==> config.mk <==
export PLATFORM = sky130hd
export DESIGN_NAME = mem_arbiter
export DESIGN_NICKNAME = d
export VERILOG_FILES = /design/src/rtl/mem_arb_pkg.sv /design/src/rtl/mem_arb_timer.sv /design/src/rtl/mem_arbiter.sv
export SDC_FILE = /design/constraint.sdc
export NUM_CORES = 1
export LEC_CHECK = 0
export ABC_CLOCK_PERIOD_IN_PS = 1600
export CAP_MARGIN = 40
export CORE_ASPECT_RATIO = 0.75
export CORE_UTILIZATION = 41
export CTS_CLUSTER_SIZE = 28
export DETAILED_ROUTE_END_ITERATION = 7
export PLACE_DENSITY_LB_ADDON = 0.1
export SLEW_MARGIN = 20
export SYNTH_ARGS = -nofsm -noshare
export SYNTH_HDL_FRONTEND = slang
export SYNTH_SLANG_ARGS = --single-unit
==> constraint.sdc <==
create_clock -name clk -period 1.6 [get_ports clk]
set_input_delay 0.32 -clock clk [delete_from_list [all_inputs] [get_ports clk]]
set_output_delay 0.32 -clock clk [all_outputs]
set_load 0.1 [all_outputs]
==> src/rtl/mem_arb_pkg.sv <==
// Shared encodings for the unified IF/MA memory arbiter.
package mem_arb_pkg;

    typedef enum logic [1:0] {
        ST_IDLE = 2'd0,
        ST_BUSY = 2'd1,
        ST_RESP = 2'd2
    } state_t;

    typedef enum logic {
        OWN_IF = 1'b0,
        OWN_MA = 1'b1
    } owner_t;

    function automatic int cnt_width(input int timeout);
        return $clog2(timeout + 1);
    endfunction

endpackage

==> src/rtl/mem_arb_timer.sv <==
// Counts BUSY cycles; expired_o flags the last allowed BUSY cycle.
module mem_arb_timer #(
    parameter int TIMEOUT = 15
) (
    input  logic clk,
    input  logic rst,
    input  logic clr_i,
    input  logic en_i,
    output logic expired_o
);
    import mem_arb_pkg::*;

    localparam int CW = cnt_width(TIMEOUT);

    logic [CW-1:0] cnt_q, cnt_d;

    always_comb begin
        cnt_d = cnt_q;
        if (clr_i) begin
            cnt_d = '0;
        end else if (en_i && cnt_q != CW'(TIMEOUT)) begin
            cnt_d = cnt_q + 1'b1;
        end
    end

    always_ff @(posedge clk) begin
        if (rst) begin
            cnt_q <= '0;
        end else begin
            cnt_q <= cnt_d;
        end
    end

    // Counter holds completed BUSY cycles, so TIMEOUT-1 marks the final one.
    assign expired_o = en_i && (cnt_q == CW'(TIMEOUT - 1));

endmodule

==> src/rtl/mem_arbiter.sv <==
// Single-port memory arbiter between fetch (IF) and memory-access (MA) stages.
// Handshake: a requester holds its level request until its one-cycle done pulse, then drops it.
module mem_arbiter #(
    parameter int ADDR_W  = 16,
    parameter int DATA_W  = 16,
    parameter int TIMEOUT = 15
) (
    input  logic              clk,
    input  logic              rst,
    input  logic              if_req,
    input  logic [ADDR_W-1:0] if_addr,
    output logic [DATA_W-1:0] if_rdata,
    output logic              if_done,
    output logic              if_stall,
    input  logic              ma_rd,
    input  logic              ma_wr,
    input  logic [ADDR_W-1:0] ma_addr,
    input  logic [DATA_W-1:0] ma_wdata,
    output logic [DATA_W-1:0] ma_rdata,
    output logic              ma_done,
    output logic              ma_stall,
    output logic              mem_en,
    output logic              mem_wr,
    output logic [ADDR_W-1:0] mem_addr,
    output logic [DATA_W-1:0] mem_wdata,
    input  logic [DATA_W-1:0] mem_rdata,
    input  logic              mem_ready,
    output logic              err,
    output logic [1:0]        dbg_state
);
    import mem_arb_pkg::*;

    state_t            state_q, state_d;
    owner_t            owner_q, owner_d;
    logic [ADDR_W-1:0] addr_q, addr_d;
    logic [DATA_W-1:0] wdata_q, wdata_d;
    logic [DATA_W-1:0] if_rdata_q, if_rdata_d;
    logic [DATA_W-1:0] ma_rdata_q, ma_rdata_d;
    logic              wr_q, wr_d;
    logic              en_q, en_d;
    logic              if_done_q, if_done_d;
    logic              ma_done_q, ma_done_d;
    logic              err_q, err_d;
    logic              ma_req;
    logic              expired;

    assign ma_req = ma_rd | ma_wr;

    mem_arb_timer #(.TIMEOUT(TIMEOUT)) u_timer (
        .clk      (clk),
        .rst      (rst),
        .clr_i    (state_q != ST_BUSY),
        .en_i     (state_q == ST_BUSY),
        .expired_o(expired)
    );

    always_comb begin
        state_d    = state_q;
        owner_d    = owner_q;
        addr_d     = addr_q;
        wdata_d    = wdata_q;
        wr_d       = wr_q;
        en_d       = 1'b0;
        if_rdata_d = if_rdata_q;
        ma_rdata_d = ma_rdata_q;
        if_done_d  = 1'b0;
        ma_done_d  = 1'b0;
        err_d      = err_q | (ma_rd & ma_wr);
        case (state_q)
            ST_IDLE: begin
                if (mem_ready) err_d = 1'b1;
                // MA wins: it carries the older instruction in the pipeline.
                if (ma_req) begin
                    owner_d = OWN_MA;
                    addr_d  = ma_addr;
                    wdata_d = ma_wdata;
                    wr_d    = ma_wr;
                    en_d    = 1'b1;
                    state_d = ST_BUSY;
                end else if (if_req) begin
                    owner_d = OWN_IF;
                    addr_d  = if_addr;
                    wdata_d = '0;
                    wr_d    = 1'b0;
                    en_d    = 1'b1;
                    state_d = ST_BUSY;
                end
            end
            ST_BUSY: begin
                if (mem_ready) begin
                    if (!wr_q) begin
                        if (owner_q == OWN_MA) ma_rdata_d = mem_rdata;
                        else                   if_rdata_d = mem_rdata;
                    end
                    if (owner_q == OWN_MA) ma_done_d = 1'b1;
                    else                   if_done_d = 1'b1;
                    state_d = ST_RESP;
                end else if (expired) begin
                    err_d   = 1'b1;
                    state_d = ST_IDLE;
                end
            end
            ST_RESP: begin
                if (mem_ready) err_d = 1'b1;
                state_d = ST_IDLE;
            end
            default: state_d = ST_IDLE;
        endcase
    end

    always_ff @(posedge clk) begin
        if (rst) begin
            state_q    <= ST_IDLE;
            owner_q    <= OWN_IF;
            addr_q     <= '0;
            wdata_q    <= '0;
            wr_q       <= 1'b0;
            en_q       <= 1'b0;
            if_rdata_q <= '0;
            ma_rdata_q <= '0;
            if_done_q  <= 1'b0;
            ma_done_q  <= 1'b0;
            err_q      <= 1'b0;
        end else begin
            state_q    <= state_d;
            owner_q    <= owner_d;
            addr_q     <= addr_d;
            wdata_q    <= wdata_d;
            wr_q       <= wr_d;
            en_q       <= en_d;
            if_rdata_q <= if_rdata_d;
            ma_rdata_q <= ma_rdata_d;
            if_done_q  <= if_done_d;
            ma_done_q  <= ma_done_d;
            err_q      <= err_d;
        end
    end

    assign if_rdata  = if_rdata_q;
    assign ma_rdata  = ma_rdata_q;
    assign if_done   = if_done_q;
    assign ma_done   = ma_done_q;
    assign if_stall  = if_req & ~if_done_q;
    assign ma_stall  = ma_req & ~ma_done_q;
    assign mem_en    = en_q;
    assign mem_wr    = wr_q;
    assign mem_addr  = addr_q;
    assign mem_wdata = wdata_q;
    assign err       = err_q;
    assign dbg_state = state_q;

endmodule
Word-level counts from Yosys, hierarchy flattened --
Cells that the tools add are included.
Storage, ports and cells: flip-flop bits (word level) 76, input bits 70, output and inout bits 73, logic and storage cells 64
Cells by class: $add $sub $neg 1, eq/ne operators 7, multiplexer cells 20, bitwise gates (word level) 12, reductions and logical operators 12
Operators with widths (number):
- 2-to-1 mux 16 bit | 4
- 2-to-1 mux 1 bit | 10
- 2-to-1 mux 2 bit | 4
- AND reduction 4 bit | 2
- NOT 1 bit | 7
- != test 3 bit, second input constant | 2
- OR reduction 2 bit | 3
- adder 4 x 1 -> 4 bit, second input constant | 1
- equality test 4 bit, second input constant | 1
- != test 4 bit, second input constant | 1
- case mux 2 bit (2 select lines) | 1
- AND reduction 2 bit | 2
- bitwise AND 1 bit | 3
- OR reduction 3 bit | 1
- equality test 2 x 1 -> 1 bit, second input constant | 1
- equality test 2 bit, second input constant | 1
- logical AND 1 bit | 2
- logical NOT 2 bit | 1
- != test 2 x 1 -> 1 bit, second input constant | 1
- bitwise OR 1 bit | 2
- case mux 1 bit (2 select lines) | 1
- nonzero test 2 bit | 1

Depth between registers and ports, before layout --
depth after elaboration 5, depth in mapped cells 5, depth with buffers taken out 5

By module --
Synthesis repeated with hierarchy kept, for this count alone.
Unflattened totals: cell total of the unflattened synthesis 311, area, all modules 3184.3 um^2
By module, submodules not included:
- mem_arbiter | times used 1, cells an instance 289, area an instance 2967.8 um^2, seq. area each 1441.4 um^2
- mem_arb_timer | times used 1, cells an instance 22, area an instance 216.5 um^2, seq. area each 80.1 um^2

Least setup slack after synthesis --
No wires, ideal clock.
path kind register to output, start point reg ma_done_q, in the netlist ma_done, end point out ma_stall, data arrival time 2.047 ns, slack -0.767 ns, stages on the path, launching flop included 2, path buffers 0, cells stage by stage dfxtp_1 -> nor2_1
On the way: cells in the longest elaborated chain, start to end 2
RTL lines:
- start, declared | line mem_arbiter.sv:42 | logic ma_done_q, ma_done_d;
- start signal, assigned | line mem_arbiter.sv:134 | ma_done_q <= ma_done_d;
- NOT 1 bit | line mem_arbiter.sv:144 | assign ma_stall = ma_req & ~ma_done_q;
- bitwise AND 1 bit | line mem_arbiter.sv:144
- end, declared | line mem_arbiter.sv:21 | output logic ma_stall,
Every way passes these cells.

Worst setup path in the final report --
start point reg state_q[1], in the netlist dbg_state[1], end point reg if_rdata_q[6], in the netlist if_rdata[6]
On the way: cells in the longest elaborated chain, start to end 2
RTL lines:
- start, declared | line mem_arbiter.sv:33 | state_t state_q, state_d;
- start signal, assigned | line mem_arbiter.sv:125 | state_q <= state_d;
- equality test 2 x 1 -> 1 bit | line mem_arbiter.sv:69 | case (state_q)
- AND reduction 4 bit (no source line)
- end signal, assigned | line mem_arbiter.sv:131 | if_rdata_q <= if_rdata_d;
- end, declared | line mem_arbiter.sv:37 | logic [DATA_W-1:0] if_rdata_q, if_rdata_d;
Every way passes these cells. A chain may end at the register's enable or synchronous reset.

==> summary.log <==
qor: clock_network.cts_num_sinks 76
qor: route.detail_route.first_pass.iterations 4
qor: clock_network.clock_pin_slew_of_the_registers_on_the_worst_case_setup_and_hold_paths 80 ps
qor: placement.gp_congestion 0.7512
qor: placement.pre_cts_ws -328.3 ps
qor: placement.dp_hpwl 6519 um
qor: yosys.netlist_top_cells_count sky130_fd_sc_hd__dfxtp_1, sky130_fd_sc_hd__nand2b_1, sky130_fd_sc_hd__a21oi_1, sky130_fd_sc_hd__nand2_1, sky130_fd_sc_hd__mux2i_1
qor: sta.final_sum_of_negative_setup_slack 0 ps
qor: sta.fin_worst_skew 13.06 ps
qor: yosys.post_synth_net_total 416
qor: yosys.post-synth-top-area-fraction 0.4833
qor: pwr.p_leak 2.311 nW
qor: setup_path.crit_path_max_fanout 11
qor: global_routing.first_global_vias 2973
qor: yosys.ys_warn_count 0
qor: setup_path.setup.worst_path.class reg2reg
qor: global_routing.antenna_violations_before_repair 0
qor: sta.hold_slack 358.3 ps
qor: route.highest_metal_layer_used_by_the_detailed_router met4
qor: sta.fmaxAchievable 649.7 MHz
qor: yosys.synth_seq_cells 76
qor: floorplan.floorplan.core_area 0.007398 mm2
qor: yosys.synth_most_common_cell sky130_fd_sc_hd__dfxtp_1
qor: route.antenna_left 0
qor: global_routing.grt_max_degree 35
qor: route.drcViolationCount 0
qor: placement.placed_area 0.005572 mm2
qor: flow_run.max_capacitance_violation_count 0
qor: pwr.power.share.combinational 0.362
qor: setup_path.crit_path_cell_trace buf_6 > nand2b_4 > or4b_4 > mux2i_1
qor: pwr.fin_total_pwr 5.619 mW
qor: clock_network.cts-root-to-sink-buffers 2
qor: setup_path.critical_path.startpoint_type flip-flop
qor: route.met3_wirelength 700 um
qor: setup_path.timing.critical_path.to_type flip-flop
qor: min_path.hold_class in2reg
qor: cells_and_area.multi_input_comb_area 0.001533 mm2
qor: cells_and_area.syn_to_final_growth 83.27%
qor: cells_and_area.final_nets 567
qor: cells_and_area.num-fill-cells 481
qor: floorplan.dieHeight 77.89 um
qor: setup_path.data_required_time_of_the_critical_path 1860 ps
qor: clock_network.cts_post_setup_buffers_inserted 0
qor: pwr.seqPwrFrac 0.382
qor: sta.worst_pin_slew 372.6 ps
qor: yosys.synthesis.instances 344
qor: yosys.synth-edff-count 0
qor: clock_network.clock_tree.htree_level_count 3
qor: yosys.postSynthAreaPerCell 9.151 um2
qor: sta.grt_setup_unrepaired no
qor: clock_network.clk_latency 340 ps
qor: pwr.p_switching 2.074 mW
qor: global_routing.first_pass_grt_wire_length 14270 um
qor: setup_path.cp_slowest_stage_delay 630 ps
qor: yosys.synth.area.top_cells sky130_fd_sc_hd__dfxtp_1, sky130_fd_sc_hd__mux2i_1, sky130_fd_sc_hd__nand2b_1
qor: pwr.clkPwrFrac 0.256
qor: yosys.yosysSeqAreaShare 0.4833
qor: yosys.mappedNetlistArea 0.003148 mm2
qor: floorplan.row_count 27
qor: pwr.p_int 3.545 mW
qor: sta.final_min_period_over_clock_period 0.9621
qor: route.wirelength 8947 um
qor: sta.finalSetupViolations 0
qor: floorplan.die_w 103.2 um
qor: cells_and_area.finalInstanceArea 0.005769 mm2
qor: floorplan.ioPinCount 143
qor: sta.slew_headroom 0.7511
qor: route.drt_iter0_drc 117
qor: sta.maxSlewViolCount 0
qor: route.via_count_normalized_by_instance_count 5.138
qor: global_routing.grt_util_all_layers 0.2294
qor: pwr.power_density 974.0 mW/mm2
qor: setup_path.timing.critical_path.arrival 1800 ps
qor: run_status.outcome finished clean
qor: yosys.ys_dominant_reg_cell sky130_fd_sc_hd__dfxtp_1
qor: yosys.yosysTopAreaCell sky130_fd_sc_hd__dfxtp_1
qor: route.vias_after_detailed_routing 3088
qor: clock_network.cts_tree built
qor: route.routed_wire_per_std_cell 14.89 um
qor: route.wl_met2 4357 um
qor: sta.fin_crit 1539 ps
qor: route.wl_met1 3780 um
qor: setup_path.cp_slowest_cell sky130_fd_sc_hd__or4b_4
qor: clock_network.numCtsBuffers 9
qor: sta.final.setup.worst_slack 60.71 ps
qor: floorplan.die_area 0.008036 mm2
qor: yosys.synth_cell_types 32
qor: floorplan.initial_utilization 0.4255
qor: yosys.async_flop_share 0
qor: placement.port_buffers 142
qor: cells_and_area.antennaDiodeCount 0
qor: sta.timing.final.hold_violations 0
qor: cells_and_area.post_route_cells_drive_above_1_share 0.2480
qor: clock_network.clock-root-buffer sky130_fd_sc_hd__clkbuf_8
qor: clock_network.cts_hold_repair.buffers 0
qor: cells_and_area.regArea 0.001531 mm2
qor: global_routing.global_route.overflow_total 0
qor: pwr.peakVddDrop 0.0006545 V
qor: pwr.power.share.switching 0.3691
area by class of cell:
type                            instances  share of cell area
Clock buffer                           11             0.02277
Clock inverter                          5             0.01084
Inverter                                3            0.001952
Multi-Input combinational cell        240              0.2657
Sequential cell                        76              0.2655
Tap cell                              101             0.02190
Timing Repair Buffer                  165              0.4114
critical path: cells and delay by family, from the launching register on:
family,cells,cell delay [ps]
DFF,1,340
muxes,1,220
buffers and inverters,1,130
and+or+nand+nor,2,780
worst paths after layout:
path	depth (start not counted)	end	slack, ps	from
max	4	if_rdata[6]$_SDFFE_PP0P_	60	dbg_state[1]$_SDFFE_PP0P_
min reg2reg	2	mem_wdata[4]$_SDFFE_PP0P_	510	mem_wdata[4]$_SDFFE_PP0P_
max reg2reg	4	if_rdata[6]$_SDFFE_PP0P_	60	dbg_state[1]$_SDFFE_PP0P_
min	3	if_rdata[8]$_SDFFE_PP0P_	360	rst
per-layer routing:
metal | vias up | global-route usage
li1 | 1501 | -
met1 | 1452 | 0.2840
met2 | 127 | 0.3680
met3 | 8 | 0.08018
met4 | 0 | 0.07887
met5 | - | 0
timing repair:
item,in CTS,in global routing
cloned,0,0
pin swaps,1,0
gates resized for setup,4,1
endpoints found under the setup margin,3,1
sequential cells by signal (all words and copies together) (netlist names), 2 cells and up:
name and cells:
if_rdata 16, ma_rdata 16, mem_addr 16, mem_wdata 16, u_timer.cnt_q 4, dbg_state 2
logic make-up after synthesis:
group                    after synthesis  synth area share
buffers and inverters                 28           0.03775
multiplexers                          32            0.1017
flip-flops                            76            0.4833
AND/OR/NAND/NOR                      131            0.2258
AO/OA/AOI/OAI                         74            0.1407
XOR/XNOR                               1          0.002783
adder cells (fa/ha/maj)                2          0.007948
cell usage in the layout (no fill, tap or decap), types with 17 or more instances in the layout:
cell type                          n
sky130_fd_sc_hd__buf_4            17
sky130_fd_sc_hd__nand3_1          18
sky130_fd_sc_hd__buf_12           77
sky130_fd_sc_hd__mux2i_1          32
sky130_fd_sc_hd__dfxtp_1          72
sky130_fd_sc_hd__o21ai_0          19
sky130_fd_sc_hd__a21oi_1          35
sky130_fd_sc_hd__nand2b_1         49
sky130_fd_sc_hd__nand2_1          35
sky130_fd_sc_hd__clkdlybuf4s50_1  65
metrics by stage:
stage	utilization	instances
2_1_floorplan	-	344
3_3_place_gp	0.7521	584
3_5_place_dp	0.7531	585
4_1_cts	0.7793	601
5_1_grt	0.7798	601
6_report	0.7798	601
power by group through the flow:
| stage | sequential (mW) | clock, mW | combinational (mW) |
|---|---|---|---|
| 5_1_grt | 2.16 | 1.57 | 2.11 |
| 4_1_cts | 2.15 | 1.49 | 2.04 |
| 6_report | 2.15 | 1.44 | 2.03 |
| 2_1_floorplan | 2.97 | 0 | 0.367 |
| 3_3_place_gp | 2.18 | 0 | 2.01 |
| 3_5_place_dp | 2.19 | 0 | 2.03 |
(Power assumes the default switching activity.)
==> RTL change, RTL diff (same flow settings) <==
Reset style: asynchronous (`rst`), changed in 2 clocked blocks.
--- a/src/rtl/mem_arb_timer.sv
+++ b/src/rtl/mem_arb_timer.sv
@@ -23,7 +23,7 @@
         end
     end
 
-    always_ff @(posedge clk) begin
+    always_ff @(posedge clk or posedge rst) begin
         if (rst) begin
             cnt_q <= '0;
         end else begin
--- a/src/rtl/mem_arbiter.sv
+++ b/src/rtl/mem_arbiter.sv
@@ -108,7 +108,7 @@
         endcase
     end
 
-    always_ff @(posedge clk) begin
+    always_ff @(posedge clk or posedge rst) begin
         if (rst) begin
             state_q    <= ST_IDLE;
             owner_q    <= OWN_IF;
Check against the original RTL: differs if rst is asserted again (counterexample within 4 cycles, from zero or initial values and one cycle with rst high); with rst held inactive, the same outputs for 4 cycles.
==> RTL change against the unedited design <==
Critical path type unchanged. Sequential cell count stayed put. Fmax is 5.4% lower. Setup slack worse by 0.088 ns. Wire length is 5.1% lower. Critical path depth is 1 higher. Synthesized area is 1.3% lower. Final cell count is 21% lower. Global-route usage is 0.43 points lower. Cell area is 1.3% higher. The run now ends with setup timing left.
Power is not shown: default switching activity piles up to over one toggle a cycle in this logic, so the estimate is an artifact.
==> RTL change: results (changes against the unedited design) <==
The run gives 273 (-34%) as the number of nets in the synthesized netlist. The logs give 63.3% (-12 points) for the worst-case headroom to the max-slew limit and 422 (-12%) for the number of filler instances in the final layout. The post-synthesis share of cell area spent on xor and xnor gates is 0.282% (+0.0036 points), and the half-perimeter wire length after placement is 6310 µm (-3.2%). The total global-route track usage is 22.5% (-0.43 points). The start point of the critical path is dbg_state[1]$_DFFE_PP0P_.

Number of placed instances with taps included: 453 (-23%). Share of the synthesized area in the top cell type: 61.2% (+13 points). The net count reported at finish was 440 (-22%); the arrival time at the worst endpoint was 1.87 ns (+0.07 ns). The logs give 8490 µm (-5.1%) for the final wirelength and 0.0116 ns (-0.00150 ns) for the largest clock skew in the final design. The number of non-clock buffers is 163 (-1.2%). The multiplexer share of the synthesized area was 23.6% (+13 points); the setup-violating endpoint count in the final report was 8 (+8). The pre-CTS setup slack was -0.363 ns (-0.0345 ns); the sum of met2 wire segment lengths after detailed routing was 4380 µm (+0.46%). The growth of design area from synthesis to finish was 88.0%. By count the netlist is led by sky130_fd_sc_hd__dfrtp_1 (76), sky130_fd_sc_hd__mux2_2 (65), sky130_fd_sc_hd__a22o_1 (16), sky130_fd_sc_hd__inv_1 (5), sky130_fd_sc_hd__nor2_1 (4). Met1 demand-to-capacity share in global routing: 27.2% (-1.3 points). The logs give 542 µm (-23%) for the total met3 wirelength after detailed routing and -0.0269 ns (-0.0876 ns) for the final worst slack.

Destination of the worst register-to-register timing path: if_rdata[8]$_DFFE_PP0P_. The run gives 3450 µm (-8.8%) as the met1 wire length. Number of different library cells in the post-synthesis netlist: 31 (-3.1%). In this run the worst setup path terminates at if_rdata[8]$_DFFE_PP0P_. The non-clock buffer share of cell area is 40.7% (-0.45 points), and the clock buffer count in the final layout is 10 (-1). The average wire length per cell after detail routing came out at 17.9 µm (+20%). Classification of the worst-slack hold path: primary input to asynchronous set/reset pin. The checks that failed: setup timing. The aggregate negative setup slack is -0.175 ns (-0.175 ns). The number of global-route vias before repair came out at 2502 (-16%). The share of cell area taken by multi-input logic gates was 20.8% (-5.8 points); the post-CTS resize count was 7 (+3). The run finished, with violations left. The pin count of the biggest net entering global routing was 50 (+43%); the total via count in the routed design was 2316 (-25%). The final-layout clock-cell area share came out at 3.26% (-0.11 points). The proportion of layout cells with a drive suffix above 1 is 50.4% (+26 points). The post-synthesis share of cell area spent on full adders, half adders and majority gates was 0.805% (+0.010 points).
RTL change: critical path, cell delays in order, from the launching register on:
cell and delay [ns]:
sky130_fd_sc_hd__dfrtp_4 0.51, sky130_fd_sc_hd__nand2b_4 0.16, sky130_fd_sc_hd__nor4b_4 0.19, sky130_fd_sc_hd__buf_4 0.18
sky130_fd_sc_hd__clkbuf_16 0.18, sky130_fd_sc_hd__mux2_4 0.30
RTL change: worst min-delay path by stage:
stage / startpoint / end / slack [ns]
floorplan: mem_ready / err$_DFF_PP0_ / 0.42
global placement: u_timer.cnt_q[2]$_DFFE_PP0P_ / u_timer.cnt_q[2]$_DFFE_PP0P_ / 0.52
detailed placement: u_timer.cnt_q[2]$_DFFE_PP0P_ / u_timer.cnt_q[2]$_DFFE_PP0P_ / 0.53
CTS: rst / mem_wdata[7]$_DFFE_PP0P_ / 0.38
global route: rst / mem_wdata[5]$_DFFE_PP0P_ / 0.38
finish: rst / mem_wdata[7]$_DFFE_PP0P_ / 0.38
